===== src/rtl/rr_arbiter_8.sv =====
// ============================================================================
// rr_arbiter_8 -- 8-way round-robin arbiter with hold-until-release grants
//
// Purpose:
//    Grants one of eight level-sensitive requesters. Arbitration only happens
//    in IDLE. The winner is the first set request found searching upward from
//    the requester after the previous winner, wrapping from 7 to 0. A grant is
//    held while its request stays high. When the request drops there is one
//    grant-free IDLE cycle before the next arbitration. Requests are not
//    latched, so a pulse seen only during BUSY is never served.
//
// Configuration:
//    ARB_TIMEOUT_EN (macro) - when defined, a hold counter revokes a grant
//                             after MAX_HOLD consecutive cycles and pulses
//                             o_timeout for one cycle. When undefined, grants
//                             persist indefinitely and o_timeout is tied to 0.
//    MAX_HOLD (parameter)   - hold limit in cycles, legal range 2..255.
//
// Ports:
//    i_clk          in   1  sole clock, rising edge
//    i_rst          in   1  synchronous active-high reset
//    i_req          in   8  request lines, bit i = requester i
//    o_grant        out  8  registered one-hot grant, 8'h00 when idle
//    o_grant_idx    out  3  index of granted requester, 0 when no grant
//    o_grant_valid  out  1  high while a grant is asserted
//    o_timeout      out  1  one-cycle pulse when the hold limit revokes a grant
// ============================================================================
module rr_arbiter_8 #(
   parameter int MAX_HOLD = 16
) (
   input  logic       i_clk,
   input  logic       i_rst,
   input  logic [7:0] i_req,
   output logic [7:0] o_grant,
   output logic [2:0] o_grant_idx,
   output logic       o_grant_valid,
   output logic       o_timeout
);

   typedef enum logic [0:0] {
      ST_IDLE = 1'b0,
      ST_BUSY = 1'b1
   } state_t;

   // Elaboration-time range check on the hold limit
   generate
      if ((MAX_HOLD < 2) || (MAX_HOLD > 255)) begin : g_bad_max_hold
         $error("rr_arbiter_8: MAX_HOLD must be in 2..255");
      end
   endgenerate

   // ------------------------------------------------------------------------
   // Round-robin pick: first set bit searching upward from last+1, wrapping.
   // The 3-bit add wraps naturally; k=8 revisits 'last' itself, so the
   // previous winner is considered only after every other requester.
   // ------------------------------------------------------------------------
   function automatic logic [2:0] f_rr_pick(input logic [7:0] req,
                                            input logic [2:0] last);
      logic [2:0] pick;
      logic [2:0] idx;
      logic       found;
      pick  = 3'd0;
      found = 1'b0;
      for (int k = 1; k <= 8; k++) begin
         idx = last + k[2:0];
         if (!found && req[idx]) begin
            pick  = idx;
            found = 1'b1;
         end else begin
            pick  = pick;
         end
      end
      return pick;
   endfunction

   // ------------------------------------------------------------------------
   // Registers
   // ------------------------------------------------------------------------
   state_t     r_state;
   logic [2:0] r_last;
   logic [2:0] r_grant_idx;
   logic       r_grant_valid;
   logic [7:0] r_grant;
   logic       r_timeout;

   // ------------------------------------------------------------------------
   // Combinational next values
   // ------------------------------------------------------------------------
   state_t     w_state_nxt;
   logic [2:0] w_last_nxt;
   logic [2:0] w_idx_nxt;
   logic       w_valid_nxt;
   logic [7:0] w_grant_nxt;
   logic       w_timeout_nxt;
   logic       w_any_req;
   logic       w_req_held;
   logic [2:0] w_winner;
   logic       w_expire;

   assign w_any_req  = |i_req;
   // Only meaningful in BUSY; in IDLE r_grant_idx is 0 and the value is unused
   assign w_req_held = i_req[r_grant_idx];
   assign w_winner   = f_rr_pick(i_req, r_last);

`ifdef ARB_TIMEOUT_EN
   // Terminal count: the counter reads 0 in the first BUSY cycle, so a value
   // of MAX_HOLD-1 means the grant has been visible for MAX_HOLD cycles.
   localparam logic [7:0] LP_HOLD_LAST = 8'(MAX_HOLD - 1);

   logic [7:0] r_hold_cnt;
   logic [7:0] w_hold_cnt_nxt;

   assign w_expire = (r_state == ST_BUSY) && (r_hold_cnt == LP_HOLD_LAST);

   // Hold counter next value: cleared outside BUSY, counts while BUSY persists
   always_comb begin
      w_hold_cnt_nxt = 8'd0;
      if ((r_state == ST_BUSY) && (w_state_nxt == ST_BUSY)) begin
         w_hold_cnt_nxt = r_hold_cnt + 8'd1;
      end else begin
         w_hold_cnt_nxt = 8'd0;
      end
   end

   // Hold counter register
   always_ff @(posedge i_clk) begin
      if (i_rst) begin
         r_hold_cnt <= 8'd0;
      end else begin
         r_hold_cnt <= w_hold_cnt_nxt;
      end
   end
`else
   assign w_expire = 1'b0;
`endif

   // State register and registered outputs
   always_ff @(posedge i_clk) begin
      if (i_rst) begin
         r_state       <= ST_IDLE;
         r_last        <= 3'd7;
         r_grant_idx   <= 3'd0;
         r_grant_valid <= 1'b0;
         r_grant       <= 8'h00;
         r_timeout     <= 1'b0;
      end else begin
         r_state       <= w_state_nxt;
         r_last        <= w_last_nxt;
         r_grant_idx   <= w_idx_nxt;
         r_grant_valid <= w_valid_nxt;
         r_grant       <= w_grant_nxt;
         r_timeout     <= w_timeout_nxt;
      end
   end

   // Next-state logic: a dropped request wins over the hold limit, so a
   // requester releasing on its final allowed cycle gets no timeout pulse
   always_comb begin
      w_state_nxt = r_state;
      case (r_state)
         ST_IDLE: begin
            if (w_any_req) begin
               w_state_nxt = ST_BUSY;
            end else begin
               w_state_nxt = ST_IDLE;
            end
         end
         ST_BUSY: begin
            if (!w_req_held) begin
               w_state_nxt = ST_IDLE;
            end else if (w_expire) begin
               w_state_nxt = ST_IDLE;
            end else begin
               w_state_nxt = ST_BUSY;
            end
         end
         default: begin
            w_state_nxt = ST_IDLE;
         end
      endcase
   end

   // Output next values: grant index/valid, priority pointer and timeout pulse
   always_comb begin
      w_idx_nxt     = 3'd0;
      w_valid_nxt   = 1'b0;
      w_last_nxt    = r_last;
      w_timeout_nxt = 1'b0;
      case (r_state)
         ST_IDLE: begin
            if (w_any_req) begin
               w_idx_nxt   = w_winner;
               w_valid_nxt = 1'b1;
               w_last_nxt  = w_winner;
            end else begin
               w_valid_nxt = 1'b0;
            end
         end
         ST_BUSY: begin
            if (w_req_held && !w_expire) begin
               w_idx_nxt   = r_grant_idx;
               w_valid_nxt = 1'b1;
            end else if (w_req_held) begin
               w_timeout_nxt = 1'b1;
            end else begin
               w_valid_nxt = 1'b0;
            end
         end
         default: begin
            w_valid_nxt = 1'b0;
         end
      endcase
   end

   // One-hot decode of the next grant index, zero when no grant
   always_comb begin
      w_grant_nxt = 8'h00;
      if (w_valid_nxt) begin
         w_grant_nxt = 8'h01 << w_idx_nxt;
      end else begin
         w_grant_nxt = 8'h00;
      end
   end

   assign o_grant       = r_grant;
   assign o_grant_idx   = r_grant_idx;
   assign o_grant_valid = r_grant_valid;
   assign o_timeout     = r_timeout;

endmodule


===== config.mk =====
export PLATFORM = sky130hd
export DESIGN_NAME = rr_arbiter_8
export DESIGN_NICKNAME = d
export VERILOG_FILES = /design/src/rtl/rr_arbiter_8.sv
export SDC_FILE = /design/constraint.sdc
export NUM_CORES = 1
export LEC_CHECK = 0
export ABC_AREA = 1
export BUFFER_PORTS_ARGS = -buffer_cell sky130_fd_sc_hd__buf_2
export CAP_MARGIN = 10
export CORE_MARGIN = 3
export CORE_UTILIZATION = 40
export DETAILED_ROUTE_END_ITERATION = 8
export HOLD_SLACK_MARGIN = 0.03
export SYNTH_ARGS = -nofsm -noshare
export SYNTH_HDL_FRONTEND = slang
export SYNTH_SLANG_ARGS = --single-unit

===== constraint.sdc =====
create_clock -name i_clk -period 2.5 [get_ports i_clk]
set_clock_uncertainty 0.2 [all_clocks]
set_input_delay 0.25 -clock i_clk [delete_from_list [all_inputs] [get_ports i_clk]]
set_output_delay 0.25 -clock i_clk [all_outputs]
set_load 0.02 [all_outputs]

==> results of run 1 <==
[sequential cells by signal (all words and copies together) (netlist names)]
register	cells
o_grant	8
o_grant_idx	3
o_grant_valid	1
r_last	3
[cells by family after synthesis]
family,Yosys count,synth area share [%]
AND/OR/NAND/NOR,145,53.14
buffers and inverters,31,10.57
AO/OA/AOI/OAI,21,9.298
flip-flops,15,21.88
XOR/XNOR,3,3.008
adder cells (fa/ha/maj),2,1.823
other,1,0.2732
[area by class of cell]
class                      instances  area, sq um  area share, %
multi-input combinational        172         1117          58.40
sequential                        15        302.8          15.83
timing repair buffer              46        299.0          15.63
inverter                          27        108.9          5.690
tap                               44        55.05          2.878
clock buffer                       3        22.52          1.177
clock inverter                     1        7.507         0.3924
[metal layers]
| layer | track usage (%) | up-vias | share of wire (%) |
|---|---|---|---|
| li1 | - | 795 | - |
| met1 | 25.87 | 681 | 47 |
| met2 | 26.55 | 39 | 48 |
| met3 | 2.600 | 4 | 4.2 |
| met4 | 3.958 | 0 | 0.50 |
| met5 | 0 | - | 0 |
[worst max-delay path by stage]
stage | endpoint | start | slack, ps | depth (start not counted)
floorplan | o_grant[4] | r_last[1] | 60 | 17
detailed placement | o_grant[4] | r_last[0] | -30 | 16
global placement | o_grant[4] | r_last[0] | -30 | 16
global route | o_grant[3] | r_last[1] | -120 | 16
CTS | o_grant[2] | r_last[0] | 4 | 16
finish | o_grant_idx[1] | r_last[1] | 30 | 16
[synthesized netlist by cell type]
| cell | instances |
|---|---|
| nand2_1 | 64 |
| nor2_4 | 1 |
| nand3_1 | 26 |
| buf_6 | 3 |
| nor2_1 | 27 |
| nand3_2 | 8 |
| buf_4 | 1 |
| o211ai_1 | 3 |
| xor2_1 | 1 |
| clkinv_1 | 1 |
| nor3_1 | 1 |
| o21ai_0 | 9 |
| nor2_8 | 1 |
| nand4_1 | 3 |
| o21ai_1 | 2 |
| nand4_4 | 1 |
| dfxtp_1 | 15 |
| o22ai_1 | 1 |
| inv_2 | 5 |
| conb_1 | 1 |
| inv_1 | 20 |
| nor2_2 | 1 |
| a41o_2 | 1 |
| nor4_1 | 1 |
| nand2_4 | 4 |
| o21ai_2 | 2 |
| nand2_2 | 7 |
| inv_4 | 1 |
| xnor2_2 | 2 |
| ha_1 | 2 |
| a21oi_1 | 3 |
[what timing repair did]
| action | 4_1_cts | 5_1_grt |
|---|---|---|
| pin swaps | 0 | 17 |
| gates resized for setup | 3 | 43 |
| hold endpoints to repair | 2 | 0 |
| hold buffers | 1 | 0 |
| buffers inserted | 0 | 10 |
| setup endpoints to repair | 9 | 14 |
[worst max-delay path, delay by kind of cell (launching register included)]
family        cells  cell delay (ps)
flops             1              370
simple gates     12             1290
buf+inv           3              270
fa+ha+maj         1              280
[stage by stage]
stage	setup TNS, ps	instance area [sq um]
2_1_floorplan	0	1373
3_3_place_gp	-91.73	1597
3_5_place_dp	-153.0	1597
4_1_cts	0	1644
5_1_grt	-990.1	1913
6_report	0	1913
==> reports/metrics.yaml, run 1 <==
fill_cells: 333
fmax_mhz: 404.1
grt_pass1_wl_um: 5830
dieArea_sq_mm: 0.004171
cts-root-buf: "clkbuf_4"
worstSetupStartpointType: "register"
cp_slowest_cell: "dfxtp_2"
layout.cells.most_common_list: "nand2_1, buf_4, buf_2"
hold_path.class: "input pin to register"
route.antenna.remaining_nets: 0
synth.yosys.seq_area_share_pct: 21.88
cts_made_buffers: 3
cts_buffer_depth: 2
numPlacedInstances: 293
firstDrtPassIters: 4
worstHoldPathCells: 6
yosysTopAreaCell: "dfxtp_1"
postSynthAreaPerCell_sq_um: 6.296
critPathRequiredTime_ps: 2540
ios: 23
grt_max_degree: 11
num_antenna_cells: 0
drive_above_1_share_pct: 43.18
dp_hpwl_um: 2848
worstReg2RegStart: "r_last[1]"
avgRoutedWirePerCell_um: 12.43
timing_hold_violations_final: 0
core_area_sq_mm: 0.003153
crit_chain: "inv_4 -> ha_4 -> inv_6 -> nand3_4 -> nand3_4 -> nand2_4 -> nor2_8 -> nand4_4 -> nor2_4 -> nand3_2 -> nand2_2 -> nor2_1 -> nor2_2 -> nor2_4 -> buf_4 -> nor2_2"
viasPerCell: 4.932
clk_pin_slew_ps: 100
critical-path-max-stage-delay_ps: 370
status: "completed"
cts_tree: "yes"
drc: 0
clk_latency_ps: 290
place_ws_ps: -34.02
maxCapViolCount: 0
antenna_found_initial: 0
gp_congestion: 0.8162
clock-sinks: 15
vias: 1519
slew_violations: 0
final_common_cell: "nand2_1"
path_max_fanout: 6
postLayoutCoreUtil_pct: 60.67
fin_crit_sh_pct: 98.98
grt_use_total_pct: 17.47
r2r_end: "o_grant_idx[1]"
fin_nets: 277
min_period_ps: 2474
finalNonFillerCells: 308
synthesis.area_sq_mm: 0.001373
whs_ps: 435.2
arrival_ps: 2520
initial_core_util_pct: 43.53
reg2reg_depth: 16
worstHoldEndpoint: "o_grant[1]"
synth_seq_cells: 15
syn_inst: 218
num_rows: 20
synth_cell_types: 31
setup_viol: 0
dr.first_iter.drc_count: 61
fp.dieH_um: 64.58
crit_type: "register to register"
fin_ws_ps: 25.55
synth_fp_nets: 230
hold_start: "i_req[4]"
first_global_vias: 1267
yosysWarnings: 0
chipWidth_um: 64.58
gr-total-overflow: 0
cts_max_level: 1
ys_top_cells_by_area: "dfxtp_1, nand2_1, nand3_1"
wl_um: 3827
rsz0062_at_grt: "yes"
port_buffers: 21
rrSetupSlack_ps: 30
end_kind: "register"
area_growth_pct: 39.38
yosysTopAreaCellShare_pct: 21.88
Power of run 1 is left out: the tool's default activity adds up to more than one toggle a clock period on the data nets, which glitch-free logic cannot reach.
==> run 2: changes to the inputs <==
Settings changed: CORE_UTILIZATION 40 to 30.
==> reports/metrics.yaml, run 2 (synthesis results as in run 1) <==
worstSetupStartpointType: "register"
critPathRequiredTime_ps: 2480  # -60 ps
grt_max_degree: 12  # +1
worstReg2RegStart: "r_last[0]"
crit_start: "r_last[0]"
reg2reg_depth: 19  # +3
fmax_mhz: 412.3  # +2.0%
drive_above_1_share_pct: 39.61  # -3.6 points
dp_hpwl_um: 2839  # -0.31%
design_area_sq_mm: 0.001849  # -3.3%
setup-tns-final_ps: 0  # unchanged
path_max_fanout: 3  # -3
core_area_sq_mm: 0.004202  # +33%
vias: 1513  # -0.39%
cts-root-buf: "clkbuf_8"
fin_crit_sh_pct: 97.03  # -2.0 points
dieArea_sq_mm: 0.005423  # +30%
grt_pass1_wl_um: 6016  # +3.2%
end_kind: "register"
slew_violations: 0  # unchanged
status: "completed"
port_buffers: 21  # unchanged
setup_viol: 0  # unchanged
min_period_ps: 2426  # -48.75 ps
dr.first_iter.drc_count: 52  # -15%
cts_tree: "yes"
rsz0062_at_grt: "yes"
fp.dieH_um: 73.64  # +14%
fill_cells: 419  # +26%
arrival_ps: 2410  # -110 ps
avgRoutedWirePerCell_um: 12.22  # -1.7%
viasPerCell: 4.961  # +0.58%
seqCellArea_sq_um: 302.8  # unchanged
num_antenna_cells: 0  # unchanged
maxCapViolCount: 0  # unchanged
crit_type: "register to register"
hold_path.class: "register to register"
cts_made_buffers: 3  # unchanged
grt_use_total_pct: 13.71  # -3.8 points
layout.cells.most_common_list: "nand2_1, nor2_1, buf_2"
clk_latency_ps: 250  # -40 ps
fin_nets: 268  # -3.2%
gp_congestion: 0.8714  # +6.8%
crit_end: "o_grant[0]"
multi_input_area_sq_mm: 0.001079  # -3.5%
antenna_found_initial: 0  # unchanged
num_rows: 23  # +15%
clock-sinks: 15  # unchanged
place_ws_ps: -49.09  # -15.07 ps
final_common_cell: "nand2_1"
fin_ws_ps: 74.30  # +48.75 ps
initial_core_util_pct: 32.67  # -11 points
clk_pin_slew_ps: 60  # -40 ps
cts_buffer_depth: 2  # unchanged
ios: 23  # unchanged
cts_max_level: 1  # unchanged
gr-total-overflow: 0  # unchanged
rrSetupSlack_ps: 70  # +50 ps
route.antenna.remaining_nets: 0  # unchanged
timing_hold_violations_final: 0  # unchanged
place_area_sq_mm: 0.001559  # -2.4%
largest_reg_flops: 8  # unchanged
wl_um: 3726  # -2.6%
postLayoutCoreUtil_pct: 44.01  # -17 points
first_global_vias: 1342  # +5.9%
area_growth_pct: 34.73
chipWidth_um: 73.64  # +14%
drc: 0  # unchanged
r2r_end: "o_grant[0]"
firstDrtPassIters: 4  # unchanged
-- run 2: cell count changes in the layout (fill, tap and decap cells not counted), sizes merged --
cell      delta
buf          -9
clkinvlp     -1
clkbuf       +1
-- run 2: area by class of cell --
cell class / count / share of cell area (%)
inverter: 27 / 5.886
timing repair buffer: 37 / 13.60
sequential: 15 / 16.37
multi-input combinational: 172 / 58.32
clock buffer: 4 / 2.436
tap: 50 / 3.383
-- run 2: through the flow --
| stage | instances | hold WS (ps) |
|---|---|---|
| floorplan | 218 | 122.0 |
| global placement | 293 | 246.9 |
| detailed placement | 293 | 247.9 |
| CTS | 298 | 408.4 |
| global route | 305 | 462.0 |
| finish | 305 | 403.9 |
-- run 2: worst max-delay path: stages, from the launching register on --
cell,delay [ps]
dfxtp_2,330
buf_8,120
ha_2,190
inv_1,80
nand2_1,50
nand2_1,130
nand3_4,110
nand2_4,120
inv_2,60
nand3_1,60
nand2_1,50
clkinv_1,40
nand2_1,40
nor2_1,140
nand3_2,110
nor2_1,140
nor2_2,60
nor2_4,140
nand2_2,80
nor2_1,110
-- run 2: what timing repair did --
| item | in CTS | in global routing |
|---|---|---|
| setup endpoints to repair | 9 | 14 |
| gates cloned | 0 | 0 |
| resized for setup | 2 | 41 |
| endpoints found under the hold margin | 2 | 0 |
| hold buffers | 1 | 0 |
| buffers inserted | 0 | 7 |
| pin swaps | 0 | 15 |
-- run 2: worst min path at each step --
stage / slack (ps) / end / start / cells past startpoint
after global placement: 250 / o_grant_idx[0] / i_rst / 2
after detailed placement: 250 / o_grant_idx[1] / i_rst / 2
after global routing: 460 / r_last[2] / r_last[2] / 2
after CTS: 410 / r_last[2] / r_last[2] / 2
after floorplan: 120 / o_grant_idx[0] / i_rst / 1
final: 400 / r_last[2] / r_last[2] / 2
-- run 2: metal layers --
metal	vias to the layer above	part of all wire, %	track usage (%)
li1	775	-	-
met1	703	43	17.95
met2	33	53	24.41
met3	2	2.8	0.9576
met4	0	0.75	3.018
met5	-	0	0
Power of run 2 is left out for the same reason.
